**src/rtl/pad_stream_tx.sv**
```systemverilog
// Streams total_len words from a source buffer into a PE pad FIFO, preceded by a
// load_start pulse, with optional fixed-length idle gaps between bursts.
module pad_stream_tx #(
  parameter int DATA_WIDTH = 16,
  parameter int ADDR_WIDTH = 10,
  parameter int LEN_WIDTH  = 8
) (
  input  logic                  clk,
  input  logic                  rst,
  input  logic                  start,
  input  logic [ADDR_WIDTH-1:0] base_addr,
  input  logic [LEN_WIDTH-1:0]  total_len,
  input  logic [LEN_WIDTH-1:0]  burst_len,
  input  logic [LEN_WIDTH-1:0]  gap_cycles,
  output logic                  mem_ren,
  output logic [ADDR_WIDTH-1:0] mem_raddr,
  input  logic [DATA_WIDTH-1:0] mem_rdata,
  output logic                  load_start,
  output logic [DATA_WIDTH-1:0] bus_data,
  output logic                  bus_ready,
  input  logic                  pe_ready,
  output logic                  busy,
  output logic                  done,
  output logic [2:0]            dbg_state
);

  // Handshake: a word transfers on a rising edge where bus_ready && pe_ready;
  // while bus_ready is high and pe_ready is low, bus_data and bus_ready hold.

  typedef enum logic [2:0] {S_IDLE, S_START, S_STREAM, S_GAP, S_DONE} state_t;

  localparam logic [LEN_WIDTH-1:0]  LEN_ONE  = 1;
  localparam logic [ADDR_WIDTH-1:0] ADDR_ONE = 1;

  state_t                  state_q, state_d;
  logic [ADDR_WIDTH-1:0]   raddr_q, raddr_d;
  logic [LEN_WIDTH-1:0]    rd_left_q, rd_left_d;
  logic [LEN_WIDTH-1:0]    send_left_q, send_left_d;
  logic [LEN_WIDTH-1:0]    burst_q, burst_d;
  logic [LEN_WIDTH-1:0]    gap_q, gap_d;
  logic [LEN_WIDTH-1:0]    burst_cnt_q, burst_cnt_d;
  logic [LEN_WIDTH-1:0]    gap_cnt_q, gap_cnt_d;
  logic [DATA_WIDTH-1:0]   fifo_q [2];
  logic [DATA_WIDTH-1:0]   fifo_d [2];
  logic                    wr_ptr_q, wr_ptr_d;
  logic                    rd_ptr_q, rd_ptr_d;
  logic [1:0]              count_q, count_d;
  logic                    inflight_q, inflight_d;

  logic       pop;
  logic       active;
  logic       issue;
  logic [2:0] occ;

  always_comb begin
    state_d     = state_q;
    raddr_d     = raddr_q;
    rd_left_d   = rd_left_q;
    send_left_d = send_left_q;
    burst_d     = burst_q;
    gap_d       = gap_q;
    burst_cnt_d = burst_cnt_q;
    gap_cnt_d   = gap_cnt_q;
    fifo_d      = fifo_q;
    wr_ptr_d    = wr_ptr_q;
    rd_ptr_d    = rd_ptr_q;

    bus_ready  = (state_q == S_STREAM) && (count_q != 2'd0);
    bus_data   = fifo_q[rd_ptr_q];
    pop        = bus_ready && pe_ready;
    active     = (state_q == S_START) || (state_q == S_STREAM) || (state_q == S_GAP);
    // Occupancy projected past this cycle's pop, counting the read still in flight.
    occ        = {1'b0, count_q} + {2'b00, inflight_q} - {2'b00, pop};
    issue      = active && (rd_left_q != '0) && (occ < 3'd2);
    mem_ren    = issue;
    mem_raddr  = raddr_q;
    inflight_d = issue;
    load_start = (state_q == S_START);
    done       = (state_q == S_DONE);
    busy       = (state_q != S_IDLE);
    dbg_state  = state_q;

    if (issue) begin
      raddr_d   = raddr_q + ADDR_ONE;
      rd_left_d = rd_left_q - LEN_ONE;
    end
    if (inflight_q) begin
      fifo_d[wr_ptr_q] = mem_rdata;
      wr_ptr_d         = ~wr_ptr_q;
    end
    if (pop) rd_ptr_d = ~rd_ptr_q;
    count_d = count_q + {1'b0, inflight_q} - {1'b0, pop};

    unique case (state_q)
      S_IDLE: begin
        if (start) begin
          raddr_d     = base_addr;
          rd_left_d   = total_len;
          send_left_d = total_len;
          burst_d     = burst_len;
          gap_d       = gap_cycles;
          burst_cnt_d = '0;
          state_d     = S_START;
        end
      end
      S_START: state_d = (send_left_q == '0) ? S_DONE : S_STREAM;
      S_STREAM: begin
        if (pop) begin
          send_left_d = send_left_q - LEN_ONE;
          burst_cnt_d = burst_cnt_q + LEN_ONE;
          if (send_left_q == LEN_ONE) begin
            state_d = S_DONE;
          end else if ((burst_q != '0) && (gap_q != '0) && (burst_cnt_d == burst_q)) begin
            gap_cnt_d = gap_q;
            state_d   = S_GAP;
          end
        end
      end
      S_GAP: begin
        gap_cnt_d = gap_cnt_q - LEN_ONE;
        if (gap_cnt_q == LEN_ONE) begin
          burst_cnt_d = '0;
          state_d     = S_STREAM;
        end
      end
      S_DONE:  state_d = S_IDLE;
      default: state_d = S_IDLE;
    endcase
  end

  always_ff @(posedge clk or negedge rst) begin
    if (!rst) begin
      state_q     <= S_IDLE;
      raddr_q     <= '0;
      rd_left_q   <= '0;
      send_left_q <= '0;
      burst_q     <= '0;
      gap_q       <= '0;
      burst_cnt_q <= '0;
      gap_cnt_q   <= '0;
      fifo_q[0]   <= '0;
      fifo_q[1]   <= '0;
      wr_ptr_q    <= 1'b0;
      rd_ptr_q    <= 1'b0;
      count_q     <= 2'd0;
      inflight_q  <= 1'b0;
    end else begin
      state_q     <= state_d;
      raddr_q     <= raddr_d;
      rd_left_q   <= rd_left_d;
      send_left_q <= send_left_d;
      burst_q     <= burst_d;
      gap_q       <= gap_d;
      burst_cnt_q <= burst_cnt_d;
      gap_cnt_q   <= gap_cnt_d;
      fifo_q[0]   <= fifo_d[0];
      fifo_q[1]   <= fifo_d[1];
      wr_ptr_q    <= wr_ptr_d;
      rd_ptr_q    <= rd_ptr_d;
      count_q     <= count_d;
      inflight_q  <= inflight_d;
    end
  end

endmodule

```
**config.mk**
```make
export PLATFORM = sky130hd
export DESIGN_NAME = pad_stream_tx
export DESIGN_NICKNAME = d
export VERILOG_FILES = /design/src/rtl/pad_stream_tx.sv
export SDC_FILE = /design/constraint.sdc
export NUM_CORES = 1
export LEC_CHECK = 0
export ABC_AREA = 1
export CORE_MARGIN = 2
export CORE_UTILIZATION = 35
export CTS_BUF_LIST = sky130_fd_sc_hd__clkbuf_4
export CTS_CLUSTER_DIAMETER = 60
export CTS_CLUSTER_SIZE = 14
export DETAILED_ROUTE_END_ITERATION = 10
export SLEW_MARGIN = 25
export SYNTH_ARGS = -nofsm -noshare
export SYNTH_HDL_FRONTEND = slang
export SYNTH_SLANG_ARGS = --single-unit
```
**constraint.sdc**
```tcl
create_clock -name clk -period 3.24 [get_ports clk]
set_input_delay 0.648 -clock clk [delete_from_list [all_inputs] [get_ports clk]]
set_output_delay 0.648 -clock clk [all_outputs]
set_load 0.02 [all_outputs]
```
==> results_dict.tcl <==
set metrics [dict create \
    num_rows 45 \
    met2_usage 0.242 \
    gp_congestion 0.821 \
    met3_usage 0.0445 \
    rsz0062_at_grt "true" \
    fill_cells 1546 \
    crit_start "dbg_state[2]" \
    worstSetupPathType "register to output port" \
    hpwlAfterDp_um 8930 \
    final_core_util 0.450 \
    grt.total_usage 0.158 \
    cp_slowest_cell "fa_1" \
    globalRoute.busiestLayer "met2" \
    status "finished with violations" \
    postRouteAntennaNets 0 \
    antenna_found_initial 0 \
    hold_path.class "input pin to async pin" \
    yosys-top-cells-area "dfrtp_1 45%, nand2_1 16%, o21ai_0 7.3%" \
    r2r_setup_slack_ps 310 \
    regArea_um2 2450 \
    core_um2 15200 \
    cp-start-kind "register" \
    slew_violations 0 \
    violations "setup timing" \
    cts_tree "yes" \
    cp.depth 15 \
    portBuffers 87 \
    grt.met1_usage 0.223 \
    area_growth_pct 26.1 \
    internal_power_mw 3.82 \
    dieHeight_um 129 \
    grt_max_degree 55 \
    clock_latency_ps 470 \
    fin_skew_ps 14.9 \
    critPathCaptureType "output port" \
    nets 883 \
    rr_endpoint "rd_left_q[2]" \
    fin_crit_sh 1.09 \
    irDropWorstVdd_mv 0.498 \
    synth.distinct_cells 43 \
    min_period_ps 3520 \
    worstPathMaxFanout 2 \
    syn_avg_cell_area_um2 7.52 \
    finalHoldViolCount 0 \
    cts_buffers 9 \
    wl_um 12600 \
    r2r_cells 19 \
    die_area_um2 16500 \
    yosys.area.top_type "dfrtp_1" \
    setup_viol 1 \
    synth_common_cells "238 x nand2_1, 98 x dfrtp_1, 86 x inv_1" \
    synth_top_area_share 0.452 \
    cp-endpoint "mem_ren" \
    cts-root-buf "clkbuf_4" \
    synthFlopType "dfrtp_1" \
    grt_pass1_wl_um 21100 \
    clockBufferDepth 2 \
    async_reset_ff_frac 1.00 \
    syn_area_um2 5430 \
    fmax_ghz 0.284 \
    seq_area_frac_synth 0.452 \
    switching_share 0.443 \
    vias_per_cell 4.68 \
    num_vias 4734 \
    yosysMostFrequentCell "nand2_1" \
    worst-path-buf-inv 5 \
    p_clk_frac 0.130 \
    r2r_start "dbg_state[2]" \
    synth_warnings 0 \
    htreeDepth 3 \
    pwr-share-seq 0.320 \
    p_leak_nw 3.33 \
    die_w_um 129 \
    p_sw_mw 3.04 \
    cpPeakStageDelay_ps 590 \
    route.detailed.drc 0 \
    whs_ps 200 \
    cp_top_family "adder cells" \
    worst_pin_slew_ps 961 \
    diodes 0 \
    synth_edf_count 0 \
    power_frac_comb 0.550 \
    syn_inst 722 \
    power_density_nw_per_um2 1000 \
    required_ps 2590 \
    first_iter_violations 236 \
    clk_pin_slew_worst_paths_ps 160 \
    grt_pass1_vias 4336 \
    slew_headroom 0.359 \
    wl_per_cell_um 12.5 \
    total_power_mw 6.86 \
    initial_utilization 0.357 \
    finalWorstSetupSlack_ps -279 \
    cap_violations 0 \
    multi_input_area_um2 2560 \
    drive_above_1_share 0.0887 \
    synth_seq_cells 98 \
    arrival_ps 2870 \
    syn-num-nets 787 \
    cts.sinks 98 \
    path_cells "nor2_4 -> nand2_4 -> nor2_8 -> nand2_4 -> inv_4 -> ha_4 -> inv_2 -> ha_4 -> inv_2 -> fa_1 -> nand3_2 -> nor3_4 -> nand2_2 -> inv_4 -> buf_6" \
    io_pins 88 \
    gr-total-overflow 0 \
    drtPass1Iterations 4 \
]
registers in the layout, indices dropped and copies added, names as in the netlist:
signal	flops
rd_ptr_q	1
gap_cnt_q	8
count_q	2
dbg_state	3
burst_q	8
send_left_q	8
fifo_q	32
wr_ptr_q	1
rd_left_q	8
gap_q	8
inflight_q	1
burst_cnt_q	8
mem_raddr	10
repair_timing:
action | 4_1_cts | 5_1_grt
hold buffers | 0 | 0
resized for setup | 6 | 8
setup endpoints to repair | 1 | 1
buffers inserted | 0 | 3
pin swaps | 2 | 7
worst min-delay path by stage:
| stage | start | end | slack, ps | depth (start not counted) |
|---|---|---|---|---|
| 2_1_floorplan | rst | burst_cnt_q[0] | 350 | 0 |
| 3_3_place_gp | send_left_q[3] | send_left_q[3] | 460 | 2 |
| 3_5_place_dp | fifo_q[17] | fifo_q[17] | 470 | 2 |
| 4_1_cts | rst | fifo_q[18] | 200 | 1 |
| 5_1_grt | rst | fifo_q[18] | 220 | 1 |
| 6_report | rst | fifo_q[18] | 200 | 1 |
per-stage QoR:
stage | setup WS [ps] | cell area [um^2] | cells | TNS [ps]
2_1_floorplan | 12.4 | 5440 | 722 | 0
3_3_place_gp | -630 | 6580 | 992 | -773
3_5_place_dp | -669 | 6580 | 992 | -1270
4_1_cts | -357 | 6780 | 1008 | -357
5_1_grt | -451 | 6840 | 1011 | -451
6_report | -279 | 6840 | 1011 | -279
per-layer routing:
| metal | routed length, um | vias up | share of wire |
|---|---|---|---|
| li1 | - | 2487 | - |
| met1 | 6370 | 2138 | 0.51 |
| met2 | 5460 | 98 | 0.43 |
| met3 | 619 | 11 | 0.049 |
| met4 | 131 | 0 | 0.010 |
| met5 | 0 | - | 0 |
layout by cell type, fill, tap and decap left out, types with 3 or more instances in the layout:
cell type and count:
nor2_4 5, nand4_1 6, inv_2 4, xor2_1 10, inv_1 83, ha_1 8, o21ai_0 79, a21oi_1 8
nand3_1 47, a31oi_1 3, nand2_2 4, dfrtp_1 96, o211ai_1 5, o21ai_1 5, nand2_1 238, nand2_4 3
nor2_1 48, buf_4 21, o31ai_1 3, nor3_1 8, bufinv_16 4, clkbuf_4 9, clkdlybuf4s50_1 85, xnor2_1 8
power by group through the flow:
stage | clock (mW) | sequential, mW | combinational [mW]
finish | 0.892 | 2.19 | 3.77
global route | 0.982 | 2.28 | 4.27
CTS | 0.928 | 2.20 | 3.75
detailed placement | 0 | 2.22 | 3.73
global placement | 0 | 2.22 | 3.69
floorplan | 0 | 2.23 | 2.47
kinds of logic after synthesis:
| logic type | count (synthesis) | synth area share |
|---|---|---|
| AND/OR/NAND/NOR | 368 | 0.290 |
| AO/OA/AOI/OAI | 114 | 0.120 |
| buffers and inverters | 113 | 0.0821 |
| flip-flops | 98 | 0.452 |
| XOR/XNOR | 18 | 0.0291 |
| adder cells (fa/ha/maj) | 11 | 0.0267 |
cell type report:
type | count | share of cell area
clock inverter | 7 | 0.0203
tap | 188 | 0.0344
clock buffer | 9 | 0.00987
multi-input combinational | 511 | 0.375
sequential | 98 | 0.359
timing repair buffer | 108 | 0.152
inverter | 90 | 0.0501
No activity file was read; power rests on OpenSTA's default activity.
